### src/rtl/mac_sequencer_pkg.sv
`default_nettype none
// ---------------------------------------------------------------------------
// Module : mac_sequencer_pkg
// Brief  : Q-format constants and FSM state encoding for mac_sequencer.
// Rev    : 1.0  initial release
// ---------------------------------------------------------------------------
package mac_sequencer_pkg;

  localparam int Q_INT  = 8;
  localparam int Q_FRAC = 8;
  localparam int Q_SIZE = Q_INT + Q_FRAC;

  localparam logic [Q_SIZE-1:0] ONE = Q_SIZE'(1) << Q_FRAC;

  typedef enum logic [2:0] {
    IDLE    = 3'd0,
    RUN     = 3'd1,
    LAST    = 3'd2,
    BIAS    = 3'd3,
    CAPTURE = 3'd4,
    RESULT  = 3'd5
  } seq_state_t;

endpackage
`default_nettype wire

### src/rtl/mac_sequencer_seq_addr_gen.sv
`default_nettype none
// ---------------------------------------------------------------------------
// Module : mac_sequencer_seq_addr_gen
// Brief  : Address walker, term counter and one-cycle read-return pipeline.
// Rev    : 1.0  initial release
// ---------------------------------------------------------------------------
module mac_sequencer_seq_addr_gen #(
  parameter int ADDR_W = 10,
  parameter int LEN_W  = 9
) (
  input  logic              clk,
  input  logic              rst,
  input  logic              load,
  input  logic              step,
  input  logic [LEN_W-1:0]  len,
  input  logic [ADDR_W-1:0] x_base,
  input  logic [ADDR_W-1:0] w_base,
  output logic [ADDR_W-1:0] x_addr,
  output logic [ADDR_W-1:0] w_addr,
  output logic              last_term,
  output logic              rd_en_q,
  output logic              first_q
);

  logic [ADDR_W-1:0] x_addr_q, x_addr_d;
  logic [ADDR_W-1:0] w_addr_q, w_addr_d;
  logic [LEN_W-1:0]  cnt_q, cnt_d;
  logic [LEN_W-1:0]  len_q, len_d;
  logic              rd_en_d, first_d;

  always_comb begin
    x_addr_d = x_addr_q;
    w_addr_d = w_addr_q;
    cnt_d    = cnt_q;
    len_d    = len_q;
    if (load) begin
      x_addr_d = x_base;
      w_addr_d = w_base;
      cnt_d    = '0;
      len_d    = len;
    end else if (step) begin
      // Natural overflow gives the modulo-2**ADDR_W wrap.
      x_addr_d = x_addr_q + ADDR_W'(1);
      w_addr_d = w_addr_q + ADDR_W'(1);
      cnt_d    = cnt_q + LEN_W'(1);
    end
    rd_en_d = step;
    first_d = step && (cnt_q == '0);
  end

  always_ff @(posedge clk) begin
    if (rst) begin
      x_addr_q <= '0;
      w_addr_q <= '0;
      cnt_q    <= '0;
      len_q    <= '0;
      rd_en_q  <= 1'b0;
      first_q  <= 1'b0;
    end else begin
      x_addr_q <= x_addr_d;
      w_addr_q <= w_addr_d;
      cnt_q    <= cnt_d;
      len_q    <= len_d;
      rd_en_q  <= rd_en_d;
      first_q  <= first_d;
    end
  end

  assign x_addr    = x_addr_q;
  assign w_addr    = w_addr_q;
  assign last_term = (cnt_q == len_q - LEN_W'(1));

endmodule
`default_nettype wire

### src/rtl/mac_sequencer.sv
`default_nettype none
// ---------------------------------------------------------------------------
// Module : mac_sequencer
// Brief  : Drives one MacUnit lane through a dot product and hands off result.
//          Optional bias term enabled by defining MAC_SEQ_BIAS_EN.
// Rev    : 1.0  initial release
// ---------------------------------------------------------------------------
module mac_sequencer
  import mac_sequencer_pkg::*;
#(
  parameter int ADDR_W = 10,
  parameter int LEN_W  = 9
) (
  input  logic              clk,
  input  logic              rst,
  input  logic              start,
  input  logic [LEN_W-1:0]  len,
  input  logic [ADDR_W-1:0] x_base,
  input  logic [ADDR_W-1:0] w_base,
`ifdef MAC_SEQ_BIAS_EN
  input  logic [Q_SIZE-1:0] bias,
`endif
  output logic              busy,
  output logic              rd_en,
  output logic [ADDR_W-1:0] x_addr,
  output logic [ADDR_W-1:0] w_addr,
  input  logic [Q_SIZE-1:0] x_rdata,
  input  logic [Q_SIZE-1:0] w_rdata,
  output logic [Q_SIZE-1:0] mac_x,
  output logic [Q_SIZE-1:0] mac_w,
  output logic              mac_acc_loopback,
  output logic              mac_acc_update,
  input  logic [Q_SIZE-1:0] acc,
  output logic [Q_SIZE-1:0] result,
  output logic              result_valid,
  input  logic              result_ready
);

  seq_state_t        state_q, state_d;
  logic [Q_SIZE-1:0] result_q, result_d;
  logic              result_valid_q, result_valid_d;
  logic              zero_len_q, zero_len_d;
  logic              accept, last_term, rd_en_q, first_q;
`ifdef MAC_SEQ_BIAS_EN
  logic [Q_SIZE-1:0] bias_q, bias_d;
`endif

  assign accept = (state_q == IDLE) && start;

  mac_sequencer_seq_addr_gen #(
    .ADDR_W (ADDR_W),
    .LEN_W  (LEN_W)
  ) u_addr_gen (
    .clk       (clk),
    .rst       (rst),
    .load      (accept),
    .step      (rd_en),
    .len       (len),
    .x_base    (x_base),
    .w_base    (w_base),
    .x_addr    (x_addr),
    .w_addr    (w_addr),
    .last_term (last_term),
    .rd_en_q   (rd_en_q),
    .first_q   (first_q)
  );

  always_ff @(posedge clk) begin
    if (rst) begin
      state_q        <= IDLE;
      result_q       <= '0;
      result_valid_q <= 1'b0;
      zero_len_q     <= 1'b0;
`ifdef MAC_SEQ_BIAS_EN
      bias_q         <= '0;
`endif
    end else begin
      state_q        <= state_d;
      result_q       <= result_d;
      result_valid_q <= result_valid_d;
      zero_len_q     <= zero_len_d;
`ifdef MAC_SEQ_BIAS_EN
      bias_q         <= bias_d;
`endif
    end
  end

  always_comb begin
    state_d = state_q;
    case (state_q)
      IDLE: begin
        if (start) begin
          if (len != '0) begin
            state_d = RUN;
          end else begin
`ifdef MAC_SEQ_BIAS_EN
            state_d = BIAS;
`else
            // Empty product still takes one cycle so valid lands at cycle 2.
            state_d = CAPTURE;
`endif
          end
        end
      end
      RUN:     if (last_term) state_d = LAST;
`ifdef MAC_SEQ_BIAS_EN
      LAST:    state_d = BIAS;
`else
      LAST:    state_d = CAPTURE;
`endif
      BIAS:    state_d = CAPTURE;
      CAPTURE: state_d = RESULT;
      RESULT:  if (result_ready) state_d = IDLE;
      default: state_d = IDLE;
    endcase
  end

  always_comb begin
    zero_len_d     = zero_len_q;
    result_d       = result_q;
    result_valid_d = result_valid_q;
`ifdef MAC_SEQ_BIAS_EN
    bias_d         = bias_q;
    if (accept) bias_d = bias;
`endif
    if (accept) zero_len_d = (len == '0);
    if (state_q == CAPTURE) begin
`ifdef MAC_SEQ_BIAS_EN
      result_d = acc;
`else
      // acc is never written for an empty product, so it may hold stale data.
      result_d = zero_len_q ? '0 : acc;
`endif
      result_valid_d = 1'b1;
    end else if ((state_q == RESULT) && result_ready) begin
      result_valid_d = 1'b0;
    end
  end

  always_comb begin
    busy             = (state_q != IDLE);
    rd_en            = (state_q == RUN);
    mac_x            = x_rdata;
    mac_w            = w_rdata;
    mac_acc_update   = rd_en_q;
    mac_acc_loopback = rd_en_q && !first_q;
`ifdef MAC_SEQ_BIAS_EN
    if (state_q == BIAS) begin
      mac_x            = ONE;
      mac_w            = bias_q;
      mac_acc_update   = 1'b1;
      mac_acc_loopback = !zero_len_q;
    end
`endif
  end

  assign result       = result_q;
  assign result_valid = result_valid_q;

endmodule
`default_nettype wire

### config.mk
export PLATFORM = sky130hd
export DESIGN_NAME = mac_sequencer
export DESIGN_NICKNAME = d
export VERILOG_FILES = /design/src/rtl/mac_sequencer_pkg.sv /design/src/rtl/mac_sequencer_seq_addr_gen.sv /design/src/rtl/mac_sequencer.sv
export SDC_FILE = /design/constraint.sdc
export NUM_CORES = 1
export LEC_CHECK = 0
export BUFFER_PORTS_ARGS = -buffer_cell sky130_fd_sc_hd__buf_2
export CORE_UTILIZATION = 50
export DETAILED_ROUTE_END_ITERATION = 10
export GPL_ROUTABILITY_DRIVEN = 0
export PLACE_DENSITY = 0.85
export SYNTH_ARGS = -nofsm -noshare
export SYNTH_HDL_FRONTEND = slang
export SYNTH_SLANG_ARGS = --single-unit
export TNS_END_PERCENT = 1
### constraint.sdc
create_clock -name clk -period 3.4 [get_ports clk]
set_input_delay 0.68 -clock clk [delete_from_list [all_inputs] [get_ports clk]]
set_output_delay 0.68 -clock clk [all_outputs]
set_load 0.02 [all_outputs]
**Yosys cells after proc, flatten, opt, wreduce, memory -nomap -nowiden**

Index checks and enable logic that the tools add are counted.

- $add $sub $neg: 4
- Equal/unequal tests: 9
- Multiplexer cells: 12
- Reduce and logical (&&, ||, !) cells: 15

Operator list:

| kind | count |
|---|---|
| $mux W10 | 4 |
| $add A10 B1 Y10 const B | 2 |
| $logic_not A9 Y1 | 2 |
| $mux W16 | 1 |
| $pmux W3 S5 | 1 |
| $mux W3 | 4 |
| $add A9 B1 Y9 const B | 1 |
| $eq A9 B9 Y1 | 1 |
| $reduce_bool A9 Y1 | 1 |
| $sub A9 B1 Y9 const B | 1 |
| $eq A3 B2 Y1 const B | 2 |
| $eq A3 B3 Y1 const B | 2 |
| $ne A2 B2 Y1 const B | 3 |
| $logic_and A1 B1 Y1 | 4 |
| $reduce_bool A2 Y1 | 2 |
| $reduce_or A2 Y1 | 2 |
| $eq A3 B1 Y1 const B | 1 |
| $logic_not A3 Y1 | 1 |
| $reduce_and A3 Y1 | 1 |
| $reduce_bool A3 Y1 | 1 |
| $mux W1 | 2 |
| $logic_not A1 Y1 | 1 |

- Flip-flop bits (word level): 61
- Bits of input ports: 81

**Logic depth before layout (Yosys ltp)**

Gate-level depths: netlist of run 1.

- Depth after elaboration: 4
- Gate-level depth with buffers: 9
- Gate-level depth less buffers: 7

**Hierarchy**

A second synthesis of run 1 with hierarchy kept.

- Cells, all modules: 387
- Area total of the unflattened synthesis: 3,316.9 µm²

By module, submodules not included:

| module | times used | cells each | area an instance (µm²) | seq. area each (µm²) |
|---|---|---|---|---|
| mac_sequencer_seq_addr_gen | 1 | 247 | 2,112.0 | 800.8 |
| mac_sequencer | 1 | 140 | 1,204.9 | 420.4 |

**Least setup slack after synthesis of run 1**

OpenSTA, ideal clock, no wires.

- Path kind: register -> register
- Start point: register u_addr_gen.len_q[0]
- End point: register state_q[0]
- Data arrival time: 2.078 ns
- Data required time: 3.280 ns
- Setup slack: 1.202 ns
- Stages on the path, launching flop included: 8
- Path buffers: 0
- Clock period less this slack: 2.198 ns
- Cell sequence: dfxtp_1 > inv_1 > ha_1 > or3b_4 > or4b_1 > o32ai_2 > nor3_2 > o31a_1

- Word-level cells in the longest chain between the ends: 4

Ends and longest elaborated chain:

| element | line | source |
|---|---|---|
| from (decl) | mac_sequencer_seq_addr_gen.sv:28 | `logic [LEN_W-1:0] len_q, len_d;` |
| from (signal assigned) | mac_sequencer_seq_addr_gen.sv:63 | `len_q <= len_d;` |
| $sub A9 B1 Y9 | mac_sequencer_seq_addr_gen.sv:71 | `assign last_term = (cnt_q == len_q - LEN_W'(1));` |
| $eq A9 B9 Y1 | mac_sequencer_seq_addr_gen.sv:71 |  |
| $ne A2 B2 Y1 (no source line) | n/a |  |
| $reduce_and A3 Y1 (no source line) | n/a |  |
| to (signal assigned) | mac_sequencer.sv:78 | `state_q <= state_d;` |
| to (decl) | mac_sequencer.sv:39 | `seq_state_t state_q, state_d;` |

Every way passes these cells.
A chain may end at the register's enable or synchronous reset.

**Worst setup path in the final report of run 1**

- Start point: register state_q[0]
- End point: output port rd_en

- Word-level cells in the longest chain between the ends: 1

Ends and longest elaborated chain:

| element | line | source |
|---|---|---|
| $eq A3 B1 Y1 | mac_sequencer.sv:142 | `rd_en = (state_q == RUN);` |
| to (decl) | mac_sequencer.sv:24 | `output logic rd_en,` |

Every way passes these cells.

==> metrics.txt, run 1 <==
layout cells sized above 1=25.5%; Reg2Reg Capture Point=state_q[0]; largest family of logic cells by synthesized area=simple AND/OR/NAND/NOR gates; leakage dissipation=1.56 nW; die height=82.3 um; power consumption=1.64 mW; Via Count=2956; largest net degree at the start of global routing=34; cell row count=28; post-DP HPWL=5.30 mm; post-layout min period=2540 ps; Critical Path AT=1860 ps; Min Hold Slack=481 ps; CORE AREA=0.00606 mm2; CTS Buf Count=9; Syn Area/Cell=8.14 um2; initial antenna violation count=0; Final WS setup=864 ps; max_cap viols=0; Inst Count DP=510; IO Port Bufs=89; FF-to-FF setup slack=1050 ps; xor/xnor share of the synthesized area=5.70%; pre-CTS WS=1070 ps; # IOs=154; Total Wirelength=7.49 mm; Cell Area, Synth=0.00322 mm2; die area=0.00677 mm2; #FFs+latches synth=61; simple-gate share of the synthesized area=28.1%; clock buffer depth=2; Worst Skew=7.92 ps; worst ir drop on vdd=302 uV; H-tree depth=3; clock root buffer master=clkbuf_8; Worst Hold Path EP=u_addr_gen.len_q[8]; status=complete, no violations; r2r worst-path depth=7; Slew @ Worst Pin=953 ps; GRT Total Usage=22.8%; Worst Path Required=2720 ps; Synth Net Count=482; CP Class=flop to output port; setup TNS=0 ps; vias in the first global route=2693; pwr dens=448 mW/mm2; max frequency=394 MHz; Startpoint Class=flop; endpoint class of the critical path=output port; post-synthesis sequential area ratio=37.9%; Adder-Cell Fraction of Synth Area=1.94%; drt initial violations=274; Slew Limit Fails=0; Syn Inst Count=396; first-pass GRT wire length=11.9 mm; TritonRoute pass-1 iters=4; fin crit share=74.6%; RSZ-0062 raised after global routing=false; Worst Path Max Fanout=19; Compound-Gate Fraction of Synth Area=15.5%; Netlist cell types=49; setup repair bufs after CTS=0; Ys Warns=0; Final Hold Fails=0; hold path startpoint=u_addr_gen.len_q[8]; DR DRC count=0; asr flop ratio synth=0%; die width=82.3 um; number of synthesized flops with an enable pin=0; Avg WL per Cell=14.2 um; clk sinks=61; nets=532; Util after Layout=60.4%; crit path from=state_q[0]; clk_lat worst skew=330 ps; worst flop-to-flop path startpoint=u_addr_gen.len_q[0]; Initial Util=53.2%; Worst-path clk slew=60 ps; Main synth FF type=dfxtp_1; Hold Buf Count CTS=0; final setup vio count=0; Worst Hold Class=flop to flop; CTS tree=built; Slew HR=36.3%; Placed Area=0.00347 mm2; Area Growth Syn to Fin=13.5%; Cells on Worst Hold Path=2; Final ANT Viol Nets=0; post-route cell area=0.00366 mm2; Via density=5.62; grt ovf=0; mux cell area share after synthesis=0%; number of gates resized after CTS=0; diode count=0; non-filler cells, final=526
-- power breakdown --
part / switching (mW) / leakage [nW] / internal [mW]
Clock: 0.265 / 0.0964 / 0.356
Sequential: 0.0337 / 0.498 / 0.744
Combinational: 0.136 / 0.961 / 0.103
-- cells in the mapped netlist (4+ instances only) --
cell | number | area share (%)
a211oi_1 | 11 | 2.6
nor3_1 | 4 | 0.62
buf_4 | 32 | 7.5
ha_1 | 5 | 1.9
dfxtp_1 | 61 | 38
a2111oi_0 | 4 | 1.1
nor4_1 | 8 | 1.6
nor3b_1 | 16 | 3.7
a311oi_1 | 4 | 1.1
a21oi_1 | 43 | 6.7
and3_1 | 11 | 2.1
o21ai_0 | 7 | 1.1
nand4_1 | 5 | 0.97
xor2_1 | 12 | 3.3
or3_1 | 5 | 0.97
nand2_1 | 43 | 5.0
nor2_1 | 48 | 5.6
inv_1 | 7 | 0.82
clkbuf_1 | 19 | 2.2
xnor2_1 | 9 | 2.4
-- layout make-up --
class                           count  area [um2]
Clock buffer                       12         145
Multi-Input combinational cell    274        1650
Tap cell                           75        93.8
Clock inverter                      4        47.5
Fill cell                         514        2400
Timing Repair Buffer               92         468
Sequential cell                    61        1220
Inverter                            8        30.0
-- kinds of logic after synthesis --
kind of cell             after synthesis
AND/OR/NAND/NOR                      168
AO/OA/AOI/OAI                         80
flip-flops                            61
XOR/XNOR                              21
adder cells (fa/ha/maj)                5
buffers and inverters                 61
-- worst max path at each step --
stage,end,slack (ps),cells past startpoint
after detailed placement,state_q[0],1070,7
after floorplan,state_q[0],1200,7
after global placement,state_q[0],1160,7
after global routing,rd_en,750,3
after CTS,rd_en,840,3
final,rd_en,860,3
-- layout by cell type (no fill, tap or decap), types with 4 or more instances in the layout --
| cell | count |
|---|---|
| nor4_1 | 8 |
| a311oi_1 | 4 |
| xor2_1 | 12 |
| nor2_1 | 48 |
| o21ai_0 | 7 |
| or3_1 | 5 |
| inv_1 | 7 |
| nand2_1 | 43 |
| xnor2_1 | 9 |
| a21oi_1 | 43 |
| nor3b_1 | 16 |
| ha_1 | 5 |
| clkbuf_8 | 10 |
| nor3_1 | 4 |
| a2111oi_0 | 4 |
| a211oi_1 | 11 |
| dfxtp_1 | 61 |
| nand4_1 | 5 |
| and3_1 | 11 |
| buf_2 | 89 |
-- routing by layer --
layer | vias up | wire length (um) | track usage [%]
met1 | 1362 | 3250 | 28.4
li1 | 1470 | - | -
met4 | 0 | 70 | 8.77
met5 | - | 0 | 0
met3 | 8 | 540 | 6.92
met2 | 116 | 3630 | 36.9
-- critical path, stage by stage, from the launching register on --
cell     delay, ps
dfxtp_1        450
or3b_1         550
inv_2          300
buf_2          230
-- state kept, by name, summed over array words and instances (netlist names) --
signal / count
result: 16
u_addr_gen.len_q: 9
u_addr_gen.rd_en_q: 1
u_addr_gen.x_addr: 10
state_q: 3
zero_len_q: 1
u_addr_gen.w_addr: 10
result_valid: 1
u_addr_gen.cnt_q: 9
u_addr_gen.first_q: 1
(Power assumes the default switching activity.)
==> run 2: changes to the inputs <==
--- a/config.mk
+++ b/config.mk
@@ -6,10 +6,10 @@
 export NUM_CORES = 1
 export LEC_CHECK = 0
 export BUFFER_PORTS_ARGS = -buffer_cell sky130_fd_sc_hd__buf_2
-export CORE_UTILIZATION = 50
+export CORE_UTILIZATION = 47
 export DETAILED_ROUTE_END_ITERATION = 10
 export GPL_ROUTABILITY_DRIVEN = 0
-export PLACE_DENSITY = 0.85
+export PLACE_DENSITY = 0.81
 export SYNTH_ARGS = -nofsm -noshare
 export SYNTH_HDL_FRONTEND = slang
 export SYNTH_SLANG_ARGS = --single-unit
==> constraint.sdc (replaced) <==
create_clock -name clk -period 2.6 [get_ports clk]
set_input_delay 0.52 -clock clk [delete_from_list [all_inputs] [get_ports clk]]
set_output_delay 0.52 -clock clk [all_outputs]
set_load 0.02 [all_outputs]
==> run 2 against run 1 <==
  * The run now ends with design-rule violations left
  * Largest power group unchanged
  * First-iteration DRC count is 48% lower
  * Final cell count up 0.38%
  * Critical endpoint unchanged
  * Core utilization down 3.8 points
==> metrics.txt, run 2 (synthesized netlist as in run 1, its figures left out) <==
status=complete, but fails checks (was complete, no violations); failing checks=design-rule violations; worst ir drop on vdd=385 uV (was 302 uV); first-pass GRT wire length=12.1 mm (was 11.9 mm); Startpoint Class=flop (unchanged); setup repair bufs after CTS=0 (unchanged); Worst Path Max Fanout=19 (unchanged); worst flop-to-flop path startpoint=u_addr_gen.len_q[0] (unchanged); Slew Limit Fails=0 (unchanged); diode count=0 (unchanged); r2r worst-path depth=7 (unchanged); Initial Util=49.6% (was 53.2%); M2 GR Usage=34.9% (was 36.9%); Final Hold Fails=0 (unchanged); largest net degree at the start of global routing=40 (was 34); Via density=5.48 (was 5.62); max frequency=422 MHz; number of gates resized after CTS=0 (unchanged); Avg WL per Cell=13.7 um (was 14.2 um); P_sw=0.575 mW (was 0.435 mW); Worst Skew=13.5 ps (was 7.92 ps); max reg flops=16 (unchanged); post-route cell area=0.00367 mm2 (was 0.00366 mm2); GRT met3 Usage=4.77% (was 6.92%); grt ovf=0 (unchanged); drt initial violations=142 (was 274); CTS tree=built (unchanged); Worst Hold Class=input pin to flop (was flop to flop); leakage dissipation=1.56 nW (about the same); CTS Buf Count=9 (unchanged); Hold Buf Count CTS=0 (unchanged); Area Growth Syn to Fin=14.0% (was 13.5%); layout cells sized above 1=25.9% (was 25.5%); IO Port Bufs=89 (unchanged); Critical Path AT=1850 ps (was 1860 ps); RSZ-0062 raised after global routing=false (unchanged); die width=84.8 um (was 82.3 um); CP Class=flop to output port (unchanged); Worst Path Required=2080 ps (was 2720 ps); die height=84.8 um (was 82.3 um); CORE AREA=0.00649 mm2 (was 0.00606 mm2); most frequent cells in the layout=89 x buf_2, 61 x dfxtp_1, 48 x nor2_1, 43 x nand2_1, 43 x a21oi_1 (unchanged); Internal Dissipation=1.59 mW (was 1.20 mW); met1 Use GR=25.4% (was 28.4%); setup TNS=0 ps (unchanged); endpoint class of the critical path=output port (unchanged); GRT Total Usage=20.6% (was 22.8%); clk_lat worst skew=330 ps (about the same); Sequential Power Share=46.8% (was 47.5%); final setup vio count=0 (unchanged); # IOs=154 (unchanged); clock buffer depth=2 (unchanged); clock root buffer master=clkbuf_8 (unchanged); Setup crit end=rd_en (unchanged); die area=0.00720 mm2 (was 0.00677 mm2); Placed Area=0.00348 mm2 (was 0.00347 mm2); Clk pwr share=38.9% (was 37.9%); TritonRoute pass-1 iters=9 (was 4); Final ANT Viol Nets=0 (unchanged); cell row count=29 (was 28); DR DRC count=8 (was 0); crit path from=state_q[0] (unchanged); FF-to-FF setup slack=280 ps (was 1050 ps); post-layout min period=2370 ps; Net Sw Frac=26.5% (about the same); pwr dens=590 mW/mm2 (was 448 mW/mm2); clk sinks=61 (unchanged); Slew @ Worst Pin=974 ps (was 953 ps); Slew HR=34.9% (was 36.3%); nets=533 (was 532); max_cap viols=0 (unchanged); initial antenna violation count=0 (unchanged); Worst-path clk slew=70 ps (was 60 ps); post-DP HPWL=5.26 mm (was 5.30 mm); Via Count=2895 (was 2956); Reg2Reg Capture Point=state_q[0] (unchanged); H-tree depth=3 (unchanged); fin crit share=91.2%; commonest non-fill, non-tap cell in the layout=buf_2 (unchanged); Total Wirelength=7.25 mm (was 7.49 mm); vias in the first global route=2700 (was 2693); Min Hold Slack=422 ps (was 481 ps); busiest grt layer=met2 (unchanged); Comb power frac=14.3% (was 14.6%)
==> run 2: changes by cell type in the layout (fill, tap and decap cells not counted) <==
cell,previous run,this run
buf_4,3,4
clkbuf_1,2,0
clkbuf_8,10,11
==> run 2: worst min-delay path by stage <==
stage,start,end,slack [ps],cells past startpoint
after global routing,len[4],u_addr_gen.len_q[4],440,3
after global placement,result[4],result[4],460,2
final,x_base[0],u_addr_gen.x_addr[0],420,3
after floorplan,u_addr_gen.len_q[8],u_addr_gen.len_q[8],450,2
after CTS,x_base[0],u_addr_gen.x_addr[0],410,3
after detailed placement,result[12],result[12],470,2
==> run 2: cell type report <==
class                           instances  area, um2
Multi-Input combinational cell        274       1650
Fill cell                             569       2820
Timing Repair Buffer                   93        475
Clock inverter                          4       47.5
Clock buffer                           11        151
Sequential cell                        61       1220
Tap cell                               77       96.3
Inverter                                8       30.0
==> run 2: power by group through the flow <==
stage / registers, mW / clock network [mW] / logic [mW]
after CTS: 1.01 / 0.856 / 0.310
after floorplan: 1.06 / 0 / 0.249
final: 1.02 / 0.844 / 0.310
after global routing: 1.02 / 0.891 / 0.342
after global placement: 1.03 / 0 / 0.304
after detailed placement: 1.04 / 0 / 0.309
==> run 2: per-layer routing <==
metal	vias to the layer above	part of all wire (%)
li1	1462	-
met1	1325	45
met2	100	48
met3	8	6.3
met4	0	0.63
met5	-	0
==> run 2: worst max-delay path, stage by stage (launching register included) <==
cell,delay (ps)
dfxtp_1,460
or3b_1,540
inv_2,300
buf_2,230
==> run 2: stage by stage <==
stage	power (mW)	cells	setup slack, ps	util, %
4_1_cts	2.18	528	241	56.6
3_3_place_gp	1.34	513	353	53.5
5_1_grt	2.26	528	140	56.6
3_5_place_dp	1.34	513	282	53.5
2_1_floorplan	1.31	396	402	-
6_report	2.17	528	228	56.6
==> run 3: changes to the inputs <==
==> constraint.sdc (replaced) <==
create_clock -name clk -period 2.43 [get_ports clk]
set_input_delay 0.486 -clock clk [delete_from_list [all_inputs] [get_ports clk]]
set_output_delay 0.486 -clock clk [all_outputs]
set_load 0.02 [all_outputs]
==> run 3 against run 2 <==
  * The run still ends with design-rule violations left
  * Non-clock buffer count increased by 2
  * Clock skew decreased by 5.9 ps
  * Global-route usage rose by 0.53 points
  * Die area unchanged
  * Clock power grew 2.6%
  * Cell area is 0.17% higher
  * Sequential power is 7% higher
  * Wire length grew 2.9%
  * Critical endpoint is now state_q[0]
==> metrics.txt, run 3 (synthesized netlist as in run 1, its figures left out) <==
status=complete, but fails checks (unchanged); failing checks=design-rule violations (unchanged); max reg flops=16 (unchanged); GRT Total Usage=21.2% (was 20.6%); Worst Path Max Fanout=5 (was 19); Final Hold Fails=0 (unchanged); Area Growth Syn to Fin=14.2% (was 14.0%); DR DRC count=8 (unchanged); multi-input combinational cell area=0.00165 mm2 (unchanged); Via Count=2962 (was 2895); Avg WL per Cell=14.0 um (was 13.7 um); max frequency=431 MHz; # IOs=154 (unchanged); clock buffer depth=2 (unchanged); Worst-path clk slew=70 ps (about the same); non-filler cells, final=531 (was 528); IO Port Bufs=89 (unchanged); Startpoint Class=flop (unchanged); fill count=564 (was 569); Final ANT Viol Nets=0 (unchanged); first-pass GRT wire length=12.2 mm (was 12.1 mm); Slew HR=61.4% (was 34.9%); grt ovf=0 (unchanged); vias in the first global route=2713 (was 2700); Worst Path Required=2660 ps (was 2080 ps); commonest non-fill, non-tap cell in the layout=buf_2 (unchanged); crit-path cells=inv_1, ha_1, or3b_4, or4b_1, o32ai_2, nor3_2, o31a_1 (was or3b_1, inv_2, buf_2); CP Class=flop to flop (was flop to output port); number of gates resized after CTS=0 (unchanged); clk sinks=61 (unchanged); Crit. path cell count=7 (was 3); cell row count=29 (unchanged); Util after Layout=56.7% (was 56.6%); post-DP HPWL=5.33 mm (was 5.26 mm); endpoint class of the critical path=flop (was output port); setup TNS=0 ps (unchanged); Crit-path slowest cell=or4b_1 (was or3b_1); most frequent cells in the layout=89 x buf_2, 61 x dfxtp_1, 48 x nor2_1, 43 x nand2_1, 43 x a21oi_1 (unchanged); TritonRoute pass-1 iters=9 (unchanged); Slew @ Worst Pin=578 ps (was 974 ps); diode count=0 (unchanged); drt initial violations=177 (was 142); Hold Buf Count CTS=0 (unchanged); Worst Hold Class=input pin to flop (unchanged); H-tree depth=3 (unchanged); clock root buffer master=clkbuf_8 (unchanged); Slew Limit Fails=0 (unchanged); r2r worst-path depth=7 (unchanged); nets=535 (was 533); crit-path leading delay family=simple AND/OR/NAND/NOR gates (unchanged); Critical Path AT=2550 ps (was 1850 ps); pwr dens=622 mW/mm2 (was 590 mW/mm2); power consumption=2.29 mW (was 2.17 mW); post-layout min period=2320 ps; Worst Skew=7.62 ps (was 13.5 ps); Reg area=0.00122 mm2 (unchanged); CORE AREA=0.00649 mm2 (unchanged); initial antenna violation count=0 (unchanged); worst ir drop on vdd=431 uV (was 385 uV); CTS tree=built (unchanged); largest net degree at the start of global routing=40 (unchanged); RSZ-0062 raised after global routing=false (unchanged); Cells on Worst Hold Path=3 (unchanged); leakage dissipation=1.57 nW (was 1.56 nW); Total Wirelength=7.46 mm (was 7.25 mm); die height=84.8 um (unchanged); clk_lat worst skew=330 ps (about the same); setup repair bufs after CTS=0 (unchanged); Initial Util=49.6% (unchanged); Crit path largest cell delay=530 ps (was 540 ps); fin crit share=95.5%; CTS Buf Count=9 (unchanged); layout cells sized above 1=26.4% (was 25.9%); die area=0.00720 mm2 (unchanged); die width=84.8 um (unchanged); CP bufs+invs=1 (was 2); Inst Count DP=515 (was 513); Via density=5.58 (was 5.48); max_cap viols=0 (unchanged); final setup vio count=0 (unchanged)
[run 3: cell count changes in the layout (fill, tap and decap cells not counted)]
cell and delta:
clkinv_2 +2, clkinv_4 +1, buf_4 +2, clkbuf_8 -2
[run 3: area by class of cell]
type | count | area share (%)
sequential | 61 | 33.2
timing repair buffer | 95 | 13.3
tap | 77 | 2.62
inverter | 8 | 0.816
clock buffer | 9 | 3.37
clock inverter | 7 | 1.80
multi-input combinational | 274 | 44.9
[run 3: power by group]
| part | switching [mW] | internal [mW] | leakage [nW] |
|---|---|---|---|
| Clock | 0.399 | 0.467 | 0.0987 |
| Sequential | 0.0453 | 1.04 | 0.498 |
| Combinational | 0.190 | 0.147 | 0.974 |
[run 3: metrics by stage]
| stage | area [um2] | worst slack, ps | hold WS [ps] |
|---|---|---|---|
| floorplan | 3220 | 232 | 450 |
| global placement | 3490 | 178 | 463 |
| detailed placement | 3490 | 105 | 473 |
| CTS | 3680 | 106 | 381 |
| global route | 3680 | 24.5 | 391 |
| finish | 3680 | 110 | 382 |
[run 3: metal layers]
metal	up-vias	wire, um	global-route usage (%)
li1	1471	-	-
met1	1380	3290	25.4
met2	96	3570	35.3
met3	15	455	6.81
met4	0	141	8.47
met5	-	0	0
[run 3: worst min-delay path, cell delays in order]
cell	delay (ps)
buf_2	80
a21oi_1	50
nor2_1	70
[run 3: final timing paths]
path | from | endpoint | slack, ps
worst max-delay path | u_addr_gen.len_q[0] | state_q[0] | 110
worst min-delay path | x_base[0] | u_addr_gen.x_addr[0] | 380
worst max register to register | u_addr_gen.len_q[0] | state_q[0] | 110
worst min register to register | u_addr_gen.len_q[8] | u_addr_gen.len_q[8] | 480
